File: src/rtl/hazard_unit.sv
// Hazard/forwarding unit plus divide sequencer; forwarding and stalls are combinational, divide state is registered.
// No handshake: it holds F/D/E through stall outputs, and divdoneE pulses in the release cycle of each divide.
module hazard_unit #(
    parameter int DIV_CYCLES = 32,
    parameter int CNT_W      = 6
) (
    input  logic       clk,
    input  logic       rst,
    input  logic [4:0] rsD,
    input  logic [4:0] rtD,
    input  logic [4:0] rsE,
    input  logic [4:0] rtE,
    input  logic [4:0] writeregE,
    input  logic [4:0] writeregM,
    input  logic [4:0] writeregW,
    input  logic       regwriteE,
    input  logic       regwriteM,
    input  logic       regwriteW,
    input  logic       memtoregE,
    input  logic       memtoregM,
    input  logic       branchD,
    input  logic       divstartE,
    output logic       forwardaD,
    output logic       forwardbD,
    output logic [1:0] forwardaE,
    output logic [1:0] forwardbE,
    output logic       stallF,
    output logic       stallD,
    output logic       stallE,
    output logic       flushE,
    output logic       divbusy,
    output logic       divdoneE
);

    typedef enum logic {IDLE, BUSY} div_state_t;

    div_state_t       state_q, state_d;
    logic [CNT_W-1:0] cnt_q, cnt_d;

    logic lwstall;
    logic branchstall;
    logic divstall;
    logic cnt_zero;

    // The M stage holds the newer value, so it wins over W.
    always_comb begin
        forwardaE = 2'b00;
        if (rsE != 5'd0 && rsE == writeregM && regwriteM)
            forwardaE = 2'b10;
        else if (rsE != 5'd0 && rsE == writeregW && regwriteW)
            forwardaE = 2'b01;

        forwardbE = 2'b00;
        if (rtE != 5'd0 && rtE == writeregM && regwriteM)
            forwardbE = 2'b10;
        else if (rtE != 5'd0 && rtE == writeregW && regwriteW)
            forwardbE = 2'b01;
    end

    assign forwardaD = (rsD != 5'd0) && (rsD == writeregM) && regwriteM;
    assign forwardbD = (rtD != 5'd0) && (rtD == writeregM) && regwriteM;

    assign lwstall = memtoregE && ((rsD == rtE) || (rtD == rtE));

    assign branchstall = branchD &&
        ((regwriteE && (writeregE == rsD || writeregE == rtD)) ||
         (memtoregM && (writeregM == rsD || writeregM == rtD)));

    assign cnt_zero = (cnt_q == '0);

    // The start cycle counts as a stall cycle; the final cnt==0 cycle lets E advance.
    assign divstall = !rst &&
        (((state_q == IDLE) && divstartE) || ((state_q == BUSY) && !cnt_zero));

    always_comb begin
        state_d = state_q;
        cnt_d   = cnt_q;
        case (state_q)
            IDLE: begin
                if (divstartE) begin
                    state_d = BUSY;
                    cnt_d   = CNT_W'(DIV_CYCLES - 1);
                end
            end
            BUSY: begin
                if (!cnt_zero)
                    cnt_d = cnt_q - CNT_W'(1);
                else
                    state_d = IDLE;
            end
            default: begin
                state_d = IDLE;
                cnt_d   = '0;
            end
        endcase
    end

    always_ff @(posedge clk or posedge rst) begin
        if (rst) begin
            state_q <= IDLE;
            cnt_q   <= '0;
        end else begin
            state_q <= state_d;
            cnt_q   <= cnt_d;
        end
    end

    assign stallF   = lwstall || branchstall || divstall;
    assign stallD   = lwstall || branchstall || divstall;
    assign stallE   = divstall;
    // A held E stage must keep its instruction, so the bubble waits for release.
    assign flushE   = (lwstall || branchstall) && !divstall;
    assign divbusy  = (state_q == BUSY);
    assign divdoneE = (state_q == BUSY) && cnt_zero;

endmodule

File: config.mk
export PLATFORM = sky130hd
export DESIGN_NAME = hazard_unit
export DESIGN_NICKNAME = d
export VERILOG_FILES = /design/src/rtl/hazard_unit.sv
export SDC_FILE = /design/constraint.sdc
export NUM_CORES = 1
export LEC_CHECK = 0
export BUFFER_PORTS_ARGS = -buffer_cell sky130_fd_sc_hd__buf_2
export CORE_MARGIN = 10
export CORE_UTILIZATION = 47
export CTS_BUF_LIST = sky130_fd_sc_hd__clkbuf_8
export DETAILED_ROUTE_END_ITERATION = 16
export PLACE_DENSITY_LB_ADDON = 0.2
export SLEW_MARGIN = 20
export SYNTH_ARGS = -nofsm -noshare
export SYNTH_HDL_FRONTEND = slang
export SYNTH_SLANG_ARGS = --single-unit
File: constraint.sdc
create_clock -name clk -period 1.6 [get_ports clk]
set_input_delay 0.08 -clock clk [delete_from_list [all_inputs] [get_ports clk]]
set_output_delay 0.08 -clock clk [all_outputs]
set_load 0.01 [all_outputs]
======== Word-level counts from Yosys, hierarchy flattened ========
Cells that the tools add are included.
word-level totals
  register bits after elaboration ......... 7
  latch bits .............................. 0
  bits in writable memories ............... 0
  bits in read-only memories .............. 0
  output and inout bits ................... 12
  word-level logic and storage cells ...... 65
  memories kept ........................... 0
operators by class
  add/sub/neg operators ................... 1
  multiply operators ...................... 0
  divide/modulo/power cells ............... 0
  order comparisons ....................... 0
  equal/unequal tests ..................... 14
  shift operators ......................... 0
  muxes and demuxes ....................... 10
  bitwise gates (word level) .............. 1
  reductions and logical operators ........ 37
operators by type and width
  kind                                                                number
  5-bit equality test                                                 12
  1-bit logical AND                                                   21
  5-bit nonzero test                                                  4
  6-bit 2-to-1 mux                                                    2
  6-bit one-hot mux with 2 select lines                               1
  1-bit logical OR                                                    7
  6-bit zero test                                                     1
  6-bit by 1-bit subtractor with 6-bit output, second input constant  1
  1-bit 2-to-1 mux                                                    4
  2-bit 2-to-1 mux                                                    2
  2-bit inequality test, second input constant                        2
  1-bit zero test                                                     3
  1-bit one-hot mux with 2 select lines                               1
  2-bit AND reduction                                                 1
  1-bit NOT                                                           1

======== Depth between registers and ports, before layout ========
  depth in word-level cells ............... 7
  mapped depth ............................ 7
  depth with buffers taken out ............ 7

======== Worst setup path before layout ========
Ideal clock, no wire load.
  path kind ............................... register to output
  start ................................... register cnt_q[0]
  end ..................................... output stallF
  arrival ................................. 1.452 ns
  data required time ...................... 1.520 ns
  path slack .............................. 0.068 ns
  cell stages (with the launch flop) ...... 7
  cells stage by stage .................... dfrtp_1 > inv_1 > ha_1 > a41o_1 > nor2_1 > nand3b_1 > buf_4
between the ends
  word-level cells in the longest chain between the ends .. 6
RTL lines
  what                    line  text
  from (decl)             38    logic [CNT_W-1:0] cnt_q, cnt_d;
  from (signal assigned)  104   cnt_q <= cnt_d;
  6-bit zero test         69    assign cnt_zero = (cnt_q == '0);
  1-bit zero test         --
  1-bit logical AND       73    (((state_q == IDLE) && divstartE) || ((state_q == BUSY) && !cnt_zero));
  1-bit logical OR        73
  1-bit logical AND       72    assign divstall = !rst &&
  net stallE              29    output logic stallE,
  1-bit logical OR        --
  to (decl)               27    output logic stallF,
The timed path passes the listed nets, and every way through them passes these cells.

======== Worst setup path after layout ========
  start ................................... register cnt_q[0]
  end ..................................... output stallD
between the ends
  word-level cells in the longest chain between the ends .. 6
RTL lines
  what               line  text
  6-bit zero test    69
  1-bit zero test    --
  1-bit logical AND  73
  1-bit logical OR   73
  1-bit logical AND  72
  1-bit logical OR   109   assign stallD = lwstall || branchstall || divstall;
  to (decl)          28    output logic stallD,
Every way passes these cells.

==> results_dict.tcl <==
set metrics [dict create \
    finalWirelength_microns 3450 \
    synth-edff-count 0 \
    ys_seq_area_share_pct 16.2 \
    hp-start "divstartE" \
    r2r_start "cnt_q[0]$_DFFE_PP0P_" \
    ir_drop_uv 929 \
    p_comb_share_pct 52.7 \
    die-width_microns 68.0 \
    p_sw_share_pct 40.6 \
    internal_power_uw 741 \
    grt_overflow 0 \
    p_seq_share_pct 27.2 \
    cp_data_arrival_time_ps 1490 \
    cap_violations 0 \
    rsz0062_at_grt "yes" \
    final_area_sq_um 1440 \
    syn_area_sq_um 1080 \
    synth_top_family_by_area "XOR/XNOR gates" \
    grt_pass1_wl_microns 5710 \
    diodes 0 \
    setup_viol 0 \
    dieArea_sq_um 4620 \
    clkPwrFrac_pct 20.1 \
    routed_via_density 5.38 \
    rows 17 \
    max_freq_mhz 638 \
    holdPathEnd "cnt_q[5]$_DFFE_PP0P_" \
    cts_buffer_depth 2 \
    timing.rr.end "cnt_q[5]$_DFFE_PP0P_" \
    worstMarginPinSlew_ps 357 \
    dp_hpwl_microns 2920 \
    nets 235 \
    pre_cts_slack_ps 94.1 \
    finalHoldViolations 0 \
    syn_to_final_growth_pct 33.4 \
    hold_path_class "in2reg" \
    grt_pass1_vias 1255 \
    avgSynthCellArea_sq_um 8.26 \
    synth_adder_area_share_pct 2.31 \
    first_pass_iters 4 \
    min_period_ps 1570 \
    synthXorXnorAreaFrac_pct 41.3 \
    antenna_found_initial 0 \
    power.total_mw 1.25 \
    placed_cell_area_sq_um 1350 \
    syn-num-nets 177 \
    drt_iter0_markers 79 \
    path_class "reg2out" \
    worst_hold_slack_ps 63.3 \
    path_max_fanout 4 \
    synthMuxAreaShare_pct 0 \
    cts-root-buf "clkbuf_8" \
    status "complete, no violations" \
    worst_slack_ps 33.6 \
    p_sw_uw 506 \
    portBuffers 55 \
    start_kind "flop" \
    core_sq_um 2210 \
    synth_area_leaders "xnor2_1 21%, xor2_1 20%, dfrtp_1 16%, buf_4 3.5%, nand4_1 3.5%" \
    fill_cells 196 \
    die_h_microns 68.0 \
    routed-via-count 1162 \
    setup_tns_ps 0 \
    reg2reg_depth 8 \
    p_per_area_nw_per_um2 863 \
    clk_pin_slew_ps 40 \
    final_cells 216 \
    drc 0 \
    cts_buffers 3 \
    synth_cell_types 33 \
    ys_seq_elements 7 \
    synth_flop_cell "dfrtp_1" \
    cellLeakagePower_nw 0.653 \
    grt_max_degree 9 \
    h-tree-depth 1 \
    async_flop_share_pct 100 \
    gp_congestion 0.843 \
    cts_tree "yes" \
    num_io_pins 56 \
    max_slew_margin_pct 76.0 \
    synth_top_area_share_pct 21.0 \
    start_util_pct 48.9 \
    period_share_pct 97.9 \
    place_inst 208 \
    wl_per_cell_microns 16.0 \
    fin_util_pct 65.3 \
    whs_path_depth 2 \
    synth_largest_area_cell "xnor2_1" \
    clkLatencyLatePin_ps 230 \
    grtUsageTotal_pct 15.4 \
    ys_warn_count 0 \
    syn_inst 131 \
    drive_gt1_share_pct 38.8 \
    synth_compound_area_share_pct 9.71 \
    rrSetupSlack_ps 80 \
    antenna_left 0 \
    clock_skew_ps 1.13 \
    maxSlewViolCount 0 \
    synthSimpleGateAreaFrac_pct 23.9 \
    cts_sinks 7 \
    crit_required_ps 1520 \
    cp-end-kind "primary output" \
]
-- how the worst max path moves through the flow --
stage / start / endpoint
global route: cnt_q[0]$_DFFE_PP0P_ / stallD
CTS: cnt_q[0]$_DFFE_PP0P_ / stallD
floorplan: cnt_q[0]$_DFFE_PP0P_ / stallF
global placement: rsE[1] / forwardaE[0]
finish: cnt_q[0]$_DFFE_PP0P_ / stallD
detailed placement: cnt_q[0]$_DFFE_PP0P_ / cnt_q[5]$_DFFE_PP0P_
-- critical path: stages, from the launching register on --
cell	delay [ps]
dfrtp_1	370
inv_2	70
ha_4	160
a41o_1	250
nor2_2	150
nand3b_1	130
buf_2	140
-- state kept, by name, summed over array words and instances (netlist names) --
register	count
cnt_q	6
divbusy	1
-- layer usage --
metal | share of wire (%) | vias up | GRT usage (%)
met5 | 0 | - | 0
met1 | 44 | 539 | 18.8
met2 | 49 | 46 | 25.8
met3 | 6.5 | 2 | 3.59
li1 | - | 575 | -
met4 | 0.90 | 0 | 5.53
-- cells in the final DEF (no fill, tap or decap), types with 2 or more instances in the layout --
cell type,n
a21oi_1,4
buf_2,55
buf_4,4
clkbuf_8,3
dfrtp_1,6
inv_1,3
inv_2,3
nand2_1,3
nand3_1,6
nand4_1,6
nor2_1,8
nor2_2,2
nor3_1,3
nor4_1,6
nor4_2,2
o21ai_0,2
o311a_1,2
or3_1,2
xnor2_1,26
xor2_1,25
-- repair_timing --
action                     CTS  global route
pin swaps                    0             1
hold buffers                 1             0
setup buffers                2             1
setup endpoints to repair    3             4
resized for setup            1             6
hold endpoints to repair     7             0
-- cell usage after synthesis (2+ instances only) --
master,count
nand4_1,6
o311a_1,2
nor4_1,6
nand3_1,6
xor2_1,25
buf_4,5
dfrtp_1,7
nor2_1,10
or3_1,2
xnor2_1,26
inv_1,4
nor4_2,2
nand2_1,3
o21ai_0,2
ha_1,2
a21oi_1,4
nor3_1,3
-- cell type report --
class	instances	area (sq um)	share of cell area (%)
clock buffers	3	41.3	2.86
clock inverters	1	3.75	0.260
inverters	5	18.8	1.30
multi-input cells	112	853	59.1
flip-flops and latches	7	176	12.2
well taps	28	35.0	2.43
repair buffers	60	315	21.8
-- cells by family (layout without fill, tap and decap cells) --
group	count (synthesis)	count (layout)
AO/OA/AOI/OAI	15	15
XOR/XNOR	51	51
adder cells (fa/ha/maj)	2	2
buffers and inverters	12	69
flip-flops	7	7
AND/OR/NAND/NOR	44	44
-- power groups by stage --
stage	Sequential [mW]	Combinational (mW)	Clock (mW)
2_1_floorplan	0.315	0.375	0
3_3_place_gp	0.329	0.535	0
3_5_place_dp	0.334	0.560	0
4_1_cts	0.325	0.598	0.253
5_1_grt	0.347	0.720	0.279
6_report	0.339	0.657	0.250
(Power assumes the default switching activity.)
